[config.mk]
export PLATFORM = sky130hd
export DESIGN_NAME = display_scan_ctrl
export DESIGN_NICKNAME = d
export VERILOG_FILES = /design/src/rtl/display_scan_ctrl.sv
export SDC_FILE = /design/constraint.sdc
export NUM_CORES = 1
export LEC_CHECK = 0
export ABC_AREA = 1
export CELL_PAD_IN_SITES_DETAIL_PLACEMENT = 0
export CELL_PAD_IN_SITES_GLOBAL_PLACEMENT = 1
export CORE_MARGIN = 1
export CORE_UTILIZATION = 35
export CTS_CLUSTER_SIZE = 8
export DETAILED_ROUTE_END_ITERATION = 16
export HOLD_SLACK_MARGIN = 0.03
export PLACE_DENSITY = 0.86
export SLEW_MARGIN = 40
export SYNTH_ARGS = -nofsm -noshare
export SYNTH_HDL_FRONTEND = slang
export SYNTH_SLANG_ARGS = --single-unit
[constraint.sdc]
create_clock -name clk_100MHz_i -period 6.5 [get_ports clk_100MHz_i]
set_clock_uncertainty 0.15 [all_clocks]
set_input_delay 1.95 -clock clk_100MHz_i [delete_from_list [all_inputs] [get_ports clk_100MHz_i]]
set_output_delay 1.95 -clock clk_100MHz_i [all_outputs]
set_load 0.01 [all_outputs]
[src/rtl/display_scan_ctrl.sv]
// Eight-digit seven-segment scan controller: one slot per SLOT_CYCLES window,
// each slot opening with an all-off blank interval to suppress ghosting.
module display_scan_ctrl #(
    parameter int unsigned SLOT_CYCLES  = 100000,
    parameter int unsigned BLANK_CYCLES = 1000
) (
    input  logic       clk_100MHz_i,
    input  logic       reset_i,
    input  logic [5:0] d1,
    input  logic [5:0] d2,
    input  logic [5:0] d3,
    input  logic [5:0] d4,
    input  logic [5:0] d5,
    input  logic [5:0] d6,
    input  logic [5:0] d7,
    input  logic [5:0] d8,
    output logic [7:0] an_o,
    output logic [6:0] seg_o,
    output logic       dp_o,
    output logic [2:0] slot_o,
    output logic       frame_o
);

    localparam int unsigned CNT_W = (SLOT_CYCLES > 1) ? $clog2(SLOT_CYCLES) : 1;
    localparam logic [CNT_W-1:0] CNT_LAST  = CNT_W'(SLOT_CYCLES - 1);
    localparam logic [CNT_W-1:0] CNT_LATCH = CNT_W'(BLANK_CYCLES);
    localparam bit HAS_BLANK = (BLANK_CYCLES != 0);

    typedef enum logic {
        BLANK,
        DRIVE
    } phase_t;

    // cnt/idx/phase describe the cycle the next clock edge will present.
    logic [CNT_W-1:0] cnt;
    logic [CNT_W-1:0] cnt_nxt;
    logic [2:0]       idx;
    phase_t           phase;
    phase_t           phase_nxt;
    logic [5:0]       lat;
    logic [5:0]       sel_slot;
    logic [5:0]       shown;
    logic             lit;
    logic             run;

    function automatic logic [6:0] seg_decode(input logic [3:0] v);
        logic [6:0] s;
        case (v)
            4'h0: s = 7'b1000000;
            4'h1: s = 7'b1111001;
            4'h2: s = 7'b0100100;
            4'h3: s = 7'b0110000;
            4'h4: s = 7'b0011001;
            4'h5: s = 7'b0010010;
            4'h6: s = 7'b0000010;
            4'h7: s = 7'b1111000;
            4'h8: s = 7'b0000000;
            4'h9: s = 7'b0010000;
            4'hA: s = 7'b0001000;
            4'hB: s = 7'b0000011;
            4'hC: s = 7'b1000110;
            4'hD: s = 7'b0100001;
            4'hE: s = 7'b0000110;
            default: s = 7'b0001110;
        endcase
        return s;
    endfunction

    always_comb begin
        sel_slot = d1;
        case (idx)
            3'd0: sel_slot = d1;
            3'd1: sel_slot = d2;
            3'd2: sel_slot = d3;
            3'd3: sel_slot = d4;
            3'd4: sel_slot = d5;
            3'd5: sel_slot = d6;
            3'd6: sel_slot = d7;
            default: sel_slot = d8;
        endcase
    end

    // First lit cycle shows the slot sampled on the same edge that latches it.
    always_comb begin
        shown   = (cnt == CNT_LATCH) ? sel_slot : lat;
        lit     = (phase == DRIVE) && shown[5];
        cnt_nxt = (cnt == CNT_LAST) ? '0 : cnt + CNT_W'(1);
        phase_nxt = phase;
        if (cnt_nxt == CNT_LATCH) begin
            phase_nxt = DRIVE;
        end else if (cnt_nxt == '0) begin
            phase_nxt = BLANK;
        end
    end

    always_ff @(posedge clk_100MHz_i) begin
        if (reset_i) begin
            cnt     <= '0;
            idx     <= 3'd0;
            phase   <= HAS_BLANK ? BLANK : DRIVE;
            lat     <= 6'd0;
            run     <= 1'b0;
            an_o    <= 8'hFF;
            seg_o   <= 7'h7F;
            dp_o    <= 1'b1;
            slot_o  <= 3'd0;
            frame_o <= 1'b0;
        end else begin
            run     <= 1'b1;
            slot_o  <= idx;
            frame_o <= run && (cnt == '0) && (idx == 3'd0);
            if (cnt == CNT_LATCH) begin
                lat <= sel_slot;
            end
            if (lit) begin
                an_o  <= ~(8'd1 << idx);
                seg_o <= seg_decode(shown[4:1]);
                dp_o  <= shown[0];
            end else begin
                an_o  <= 8'hFF;
                seg_o <= 7'h7F;
                dp_o  <= 1'b1;
            end
            cnt   <= cnt_nxt;
            phase <= phase_nxt;
            if (cnt == CNT_LAST) begin
                idx <= idx + 3'd1;
            end
        end
    end

endmodule

==> flow_summary.json, run 1 <==
{
  "diodes": 0,
  "fmax_ghz": 0.280,
  "p_clk_share_pct": 39.7,
  "wl_microns": 7970,
  "drt_iter0_drc": 126,
  "pre_cts_slack_ns": 2.62,
  "slew-limit-headroom_pct": 66.6,
  "root_buffer": "clkbuf_8",
  "min_period_over_period_pct": 55.0,
  "worst_pin_slew_ns": 0.499,
  "drv_cap": 0,
  "drtAntennaViolNets": 0,
  "stdcell_count": 635,
  "fill_cells": 835,
  "max-vdd-ir-drop_mv": 0.0987,
  "die_h_microns": 92.1,
  "start_util_pct": 36.4,
  "vias": 2982,
  "final_common_cell": "nand2_1",
  "synthesis.area_sq_um": 2840,
  "grt_usage_pct": 19.5,
  "die-area_sq_um": 8490,
  "cp.arrival_ns": 3.61,
  "p_seq_share_pct": 52.0,
  "num_rows": 32,
  "internal-power_mw": 0.454,
  "cts.clk_slew.worst_paths_ns": 0.09,
  "yosysWarnings": 0,
  "hp-class": "reg -> reg",
  "synthFlopType": "dfxtp_1",
  "switchingPower_mw": 0.119,
  "cp.required_ns": 6.54,
  "synth_cells": 463,
  "grt_first_pass_wirelength_microns": 13200,
  "cts_tree": "yes",
  "cts_resized": 0,
  "setup_viol": 0,
  "tns_ns": 0,
  "avgViaCountPerCell": 4.70,
  "grt_antenna_before_repair": 0,
  "post_cts_buffers": 0,
  "drc": 0,
  "ys_seq_area_share_pct": 33.8,
  "die_w_microns": 92.1,
  "startpoint_type": "input port",
  "cts_made_buffers": 5,
  "crit_type": "in -> reg",
  "synth_edf_count": 0,
  "hold_violations": 0,
  "fin_area_sq_um": 3740,
  "overflow": 0,
  "cts.path.max_buffers": 2,
  "ys_ff_latch": 48,
  "synthesis.nets": 525,
  "core_area_sq_um": 7810,
  "critical_path.max_fanout": 4,
  "hold_buffers": 0,
  "insertion_delay_ns": 0.30,
  "drive_gt1_share_pct": 5.25,
  "comb_power_share_pct": 8.3,
  "dr.pass1.iters": 4,
  "yosys.cell_types.count": 28,
  "status": "finished, final reports clean",
  "portBuffers": 69,
  "synthToLayoutAreaGrowth_pct": 31.4,
  "dp_hpwl_microns": 6200,
  "ff_latch_area_sq_um": 961,
  "wl_per_cell_microns": 12.6,
  "layout_common_cells": "nand2_1, nor2_1, clkdlybuf4s50_1",
  "place.gp.congestion": 0.906,
  "nets": 594,
  "p_leak_nw": 1.67,
  "io_pins": 70,
  "rsz0062_at_grt": "false",
  "final_max_slew_viol_count": 0,
  "h-tree-depth": 2,
  "fin_crit_ns": 3.57,
  "synthArstFlopShare_pct": 0,
  "grt_pass1_vias": 2821,
  "powerDensity_nw_per_um2": 153,
  "dp.cells": 627,
  "switching_share_pct": 20.8,
  "setup_ws_ns": 2.93,
  "cts_sinks": 48,
  "utilization_pct": 47.9,
  "syn_avg_cell_area_sq_um": 6.14,
  "grt_max_degree": 30,
  "multi_input_area_sq_um": 1620,
  "place_area_sq_um": 3620,
  "endpoint_kind": "register"
}
power by group through the flow:
| stage | Sequential, mW | Combinational (mW) | Clock [mW] |
|---|---|---|---|
| after global routing | 0.299 | 0.0524 | 0.247 |
| after global placement | 0.305 | 0.0470 | 0 |
| after detailed placement | 0.305 | 0.0474 | 0 |
| final | 0.298 | 0.0478 | 0.228 |
| after CTS | 0.298 | 0.0481 | 0.238 |
| after floorplan | 0.305 | 0.0134 | 0 |
flip-flops by register name (all words and copies together), names as in the netlist:
signal / flops
an_o: 8
run: 1
seg_o: 7
lat: 6
idx: 3
slot_o: 3
phase: 1
dp_o: 1
frame_o: 1
cnt: 17
logic make-up after synthesis:
logic type                 synth area share (%)
AOI/OAI and AO/OA                          2.60
adders and majority gates                  5.28
and+or+nand+nor                            48.0
buffers and inverters                      9.41
xor gates and xnor gates                  0.924
DFF                                        33.8
area by class of cell:
cell class / count / area share, %
Sequential cell: 48 / 25.7
Tap cell: 102 / 3.41
Timing Repair Buffer: 70 / 18.7
Clock buffer: 6 / 2.21
Multi-Input combinational cell: 350 / 43.2
Inverter: 57 / 5.72
Clock inverter: 2 / 1.04
worst max-delay path, stage by stage:
cell and delay (ns):
clkdlybuf4s50_1 0.46, nand3_1 0.07, nand2_1 0.10, nor2_1 0.05
nand3_1 0.09, nand2_1 0.06, nand2_1 0.13, inv_1 0.11
ha_1 0.24, inv_1 0.09, nand3_1 0.08, nand3_1 0.11
nand3_2 0.08
worst paths after layout:
path,to,start,slack [ns],cells past startpoint
min,frame_o,run,0.35,2
max,seg_o[3],d6[2],2.93,13
max reg2reg,seg_o[3],idx[2],3.81,15
min reg2reg,frame_o,run,0.35,2
metrics by stage:
step	power, mW	hold WS (ns)
finish	0.574	0.349
global route	0.598	0.385
CTS	0.584	0.355
detailed placement	0.352	0.325
global placement	0.352	0.322
floorplan	0.318	0.289
synth_stat cells (2+ instances only):
cell type	count	share of area, %
nand2_1	153	20
nor2_1	86	11
nand3_1	52	9.2
inv_1	51	6.7
dfxtp_1	48	34
ha_1	12	5.3
nand4_1	11	2.4
o21ai_0	8	1.4
inv_2	6	0.79
nand2_2	5	1.1
nor2_2	4	0.88
nor3_1	4	0.70
xor2_1	3	0.92
a21oi_1	2	0.35
buf_4	2	0.53
buf_6	2	0.79
clkbuf_1	2	0.26
nand3_2	2	0.70
layer usage:
| metal | track usage [%] | wire, microns | vias up | share of wire [%] |
|---|---|---|---|---|
| li1 | - | - | 1577 | - |
| met1 | 25.2 | 3820 | 1314 | 48 |
| met2 | 33.8 | 3580 | 89 | 45 |
| met3 | 3.90 | 532 | 2 | 6.7 |
| met4 | 3.52 | 32 | 0 | 0.40 |
| met5 | 0 | 0 | - | 0 |
(Power assumes the default switching activity.)
==> inputs of run 2 (changes only) <==
CORE_UTILIZATION = 34   (was 35)
PLACE_DENSITY = 0.84   (was 0.86)
clock period = 3.6 ns   (was 6.5 ns; I/O delays follow)
==> flow_summary.json, run 2 (synthesis results as in run 1) <==
{
  "status": "finished, final reports clean",
  "cts_resized": 0,
  "critPathLaunch": "d4[2]",
  "die_h_microns": 93.5,
  "internal-power_mw": 0.749,
  "wl_per_cell_microns": 12.9,
  "cts_tree": "yes",
  "min_delay_worst_endpoint": "frame_o",
  "avgViaCountPerCell": 4.73,
  "layout_common_cells": "nand2_1, nor2_1, clkdlybuf4s50_1",
  "post_cts_buffers": 0,
  "grt_antenna_before_repair": 0,
  "fin_crit_ns": 2.68,
  "powerDensity_nw_per_um2": 262,
  "drt_iter0_drc": 95,
  "final_max_slew_viol_count": 0,
  "cp.arrival_ns": 2.73,
  "rr_startpoint": "idx[2]",
  "min_path_cells": 2,
  "max-vdd-ir-drop_mv": 0.153,
  "drv_cap": 0,
  "num_rows": 32,
  "r2r_slack_ns": 0.94,
  "rsz0062_at_grt": "false",
  "place.gp.congestion": 0.876,
  "vias": 3006,
  "r2r_cells": 15,
  "grt_pass1_vias": 2821,
  "final_common_cell": "nand2_1",
  "largest_register": "cnt",
  "fill_cells": 852,
  "min_period_over_period_pct": 74.5,
  "endpoint_kind": "register",
  "place_area_sq_um": 3620,
  "p_clk_share_pct": 35.8,
  "core_area_sq_um": 7930,
  "slowest_delay_ns": 0.46,
  "h-tree-depth": 2,
  "switchingPower_mw": 0.225,
  "grt_first_pass_wirelength_microns": 13200,
  "nets": 594,
  "fin_area_sq_um": 3710,
  "cp.required_ns": 3.65,
  "startpoint_type": "input port",
  "dp_hpwl_microns": 6490,
  "r2r-end": "seg_o[3]",
  "die_w_microns": 93.5,
  "drtAntennaViolNets": 0,
  "tns_ns": 0,
  "largest_registers": "cnt x17, an_o x8, seg_o x7",
  "cts.path.max_buffers": 2,
  "hp-class": "reg -> reg",
  "critical_path.max_fanout": 4,
  "start_util_pct": 35.9,
  "worst_pin_slew_ns": 0.527,
  "hold_buffers": 0,
  "hold_start": "run",
  "drc": 0,
  "grt_max_degree": 19,
  "dr.pass1.iters": 4,
  "cts_made_buffers": 5,
  "io_pins": 70,
  "portBuffers": 69,
  "drive_gt1_share_pct": 5.25,
  "comb_power_share_pct": 8.9,
  "largest_reg_flops": 17,
  "setup_viol": 0,
  "switching_share_pct": 23.1,
  "cts_sinks": 48,
  "diodes": 0,
  "p_leak_nw": 1.66,
  "insertion_delay_ns": 0.31,
  "wl_microns": 8220,
  "slew-limit-headroom_pct": 64.7,
  "root_buffer": "clkbuf_8",
  "crit_chain": "clkdlybuf4s50_1 -> nand2_1 -> nand2_1 -> nor2_1 -> nand3_1 -> nand2_1 -> nand2_1 -> inv_1 -> ha_1 -> inv_1 -> nand3_1 -> nand3_1 -> nand3_2",
  "crit_type": "in -> reg",
  "synthToLayoutAreaGrowth_pct": 30.6,
  "hold_violations": 0,
  "fmax_ghz": 0.373,
  "p_seq_share_pct": 55.3,
  "cp_common_cell": "nand2_1",
  "cp_slowest_cell": "clkdlybuf4s50_1",
  "overflow": 0,
  "grt_usage_pct": 19.4,
  "cts.clk_slew.worst_paths_ns": 0.10,
  "die-area_sq_um": 8730
}
-- run 2: changes by cell type in the layout (fill, tap and decap cells not counted), sizes merged --
cell      previous run  this run
clkinv               1         0
clkinvlp             0         2
bufinv               1         0
-- run 2: power by group through the flow --
stage / clock [mW] / sequential [mW] / combinational, mW
after floorplan: 0 / 0.550 / 0.0242
after global placement: 0 / 0.550 / 0.0863
after detailed placement: 0 / 0.550 / 0.0860
after CTS: 0.362 / 0.538 / 0.0873
after global routing: 0.384 / 0.539 / 0.0939
final: 0.349 / 0.538 / 0.0869
-- run 2: layer usage --
| layer | GRT usage (%) | routed length (microns) |
|---|---|---|
| met5 | 0 | 0 |
| met4 | 4.49 | 94 |
| met3 | 4.39 | 653 |
| met2 | 34.1 | 3710 |
| met1 | 23.9 | 3760 |
-- run 2: critical path: cells and delay by family --
kind          cells  cell delay, ns
buf+inv           3            0.66
simple gates      9            0.75
fa+ha+maj         1            0.24
-- run 2: how the worst max path moves through the flow --
stage | slack (ns) | cells past startpoint | end
2_1_floorplan | 1.30 | 12 | seg_o[3]
3_3_place_gp | 0.65 | 13 | seg_o[3]
3_5_place_dp | 0.60 | 13 | seg_o[3]
4_1_cts | 0.93 | 13 | seg_o[3]
5_1_grt | 0.67 | 15 | seg_o[3]
6_report | 0.92 | 13 | seg_o[3]
-- run 2: through the flow --
step | setup WS (ns) | total power, mW | cells | utilization (%) | hold WS (ns)
2_1_floorplan | 1.30 | 0.574 | 463 | - | 0.289
3_3_place_gp | 0.651 | 0.637 | 627 | 45.6 | 0.315
3_5_place_dp | 0.604 | 0.637 | 627 | 45.6 | 0.307
4_1_cts | 0.927 | 0.987 | 635 | 46.8 | 0.319
5_1_grt | 0.674 | 1.02 | 635 | 46.8 | 0.335
6_report | 0.918 | 0.974 | 635 | 46.8 | 0.313
-- run 2: area by class of cell --
class	count	area, sq um	area share [%]
Timing Repair Buffer	70	698	18.8
Tap cell	102	128	3.44
Multi-Input combinational cell	350	1620	43.5
Clock inverter	2	15.0	0.404
Sequential cell	48	961	25.9
Inverter	57	214	5.76
Clock buffer	6	82.6	2.22
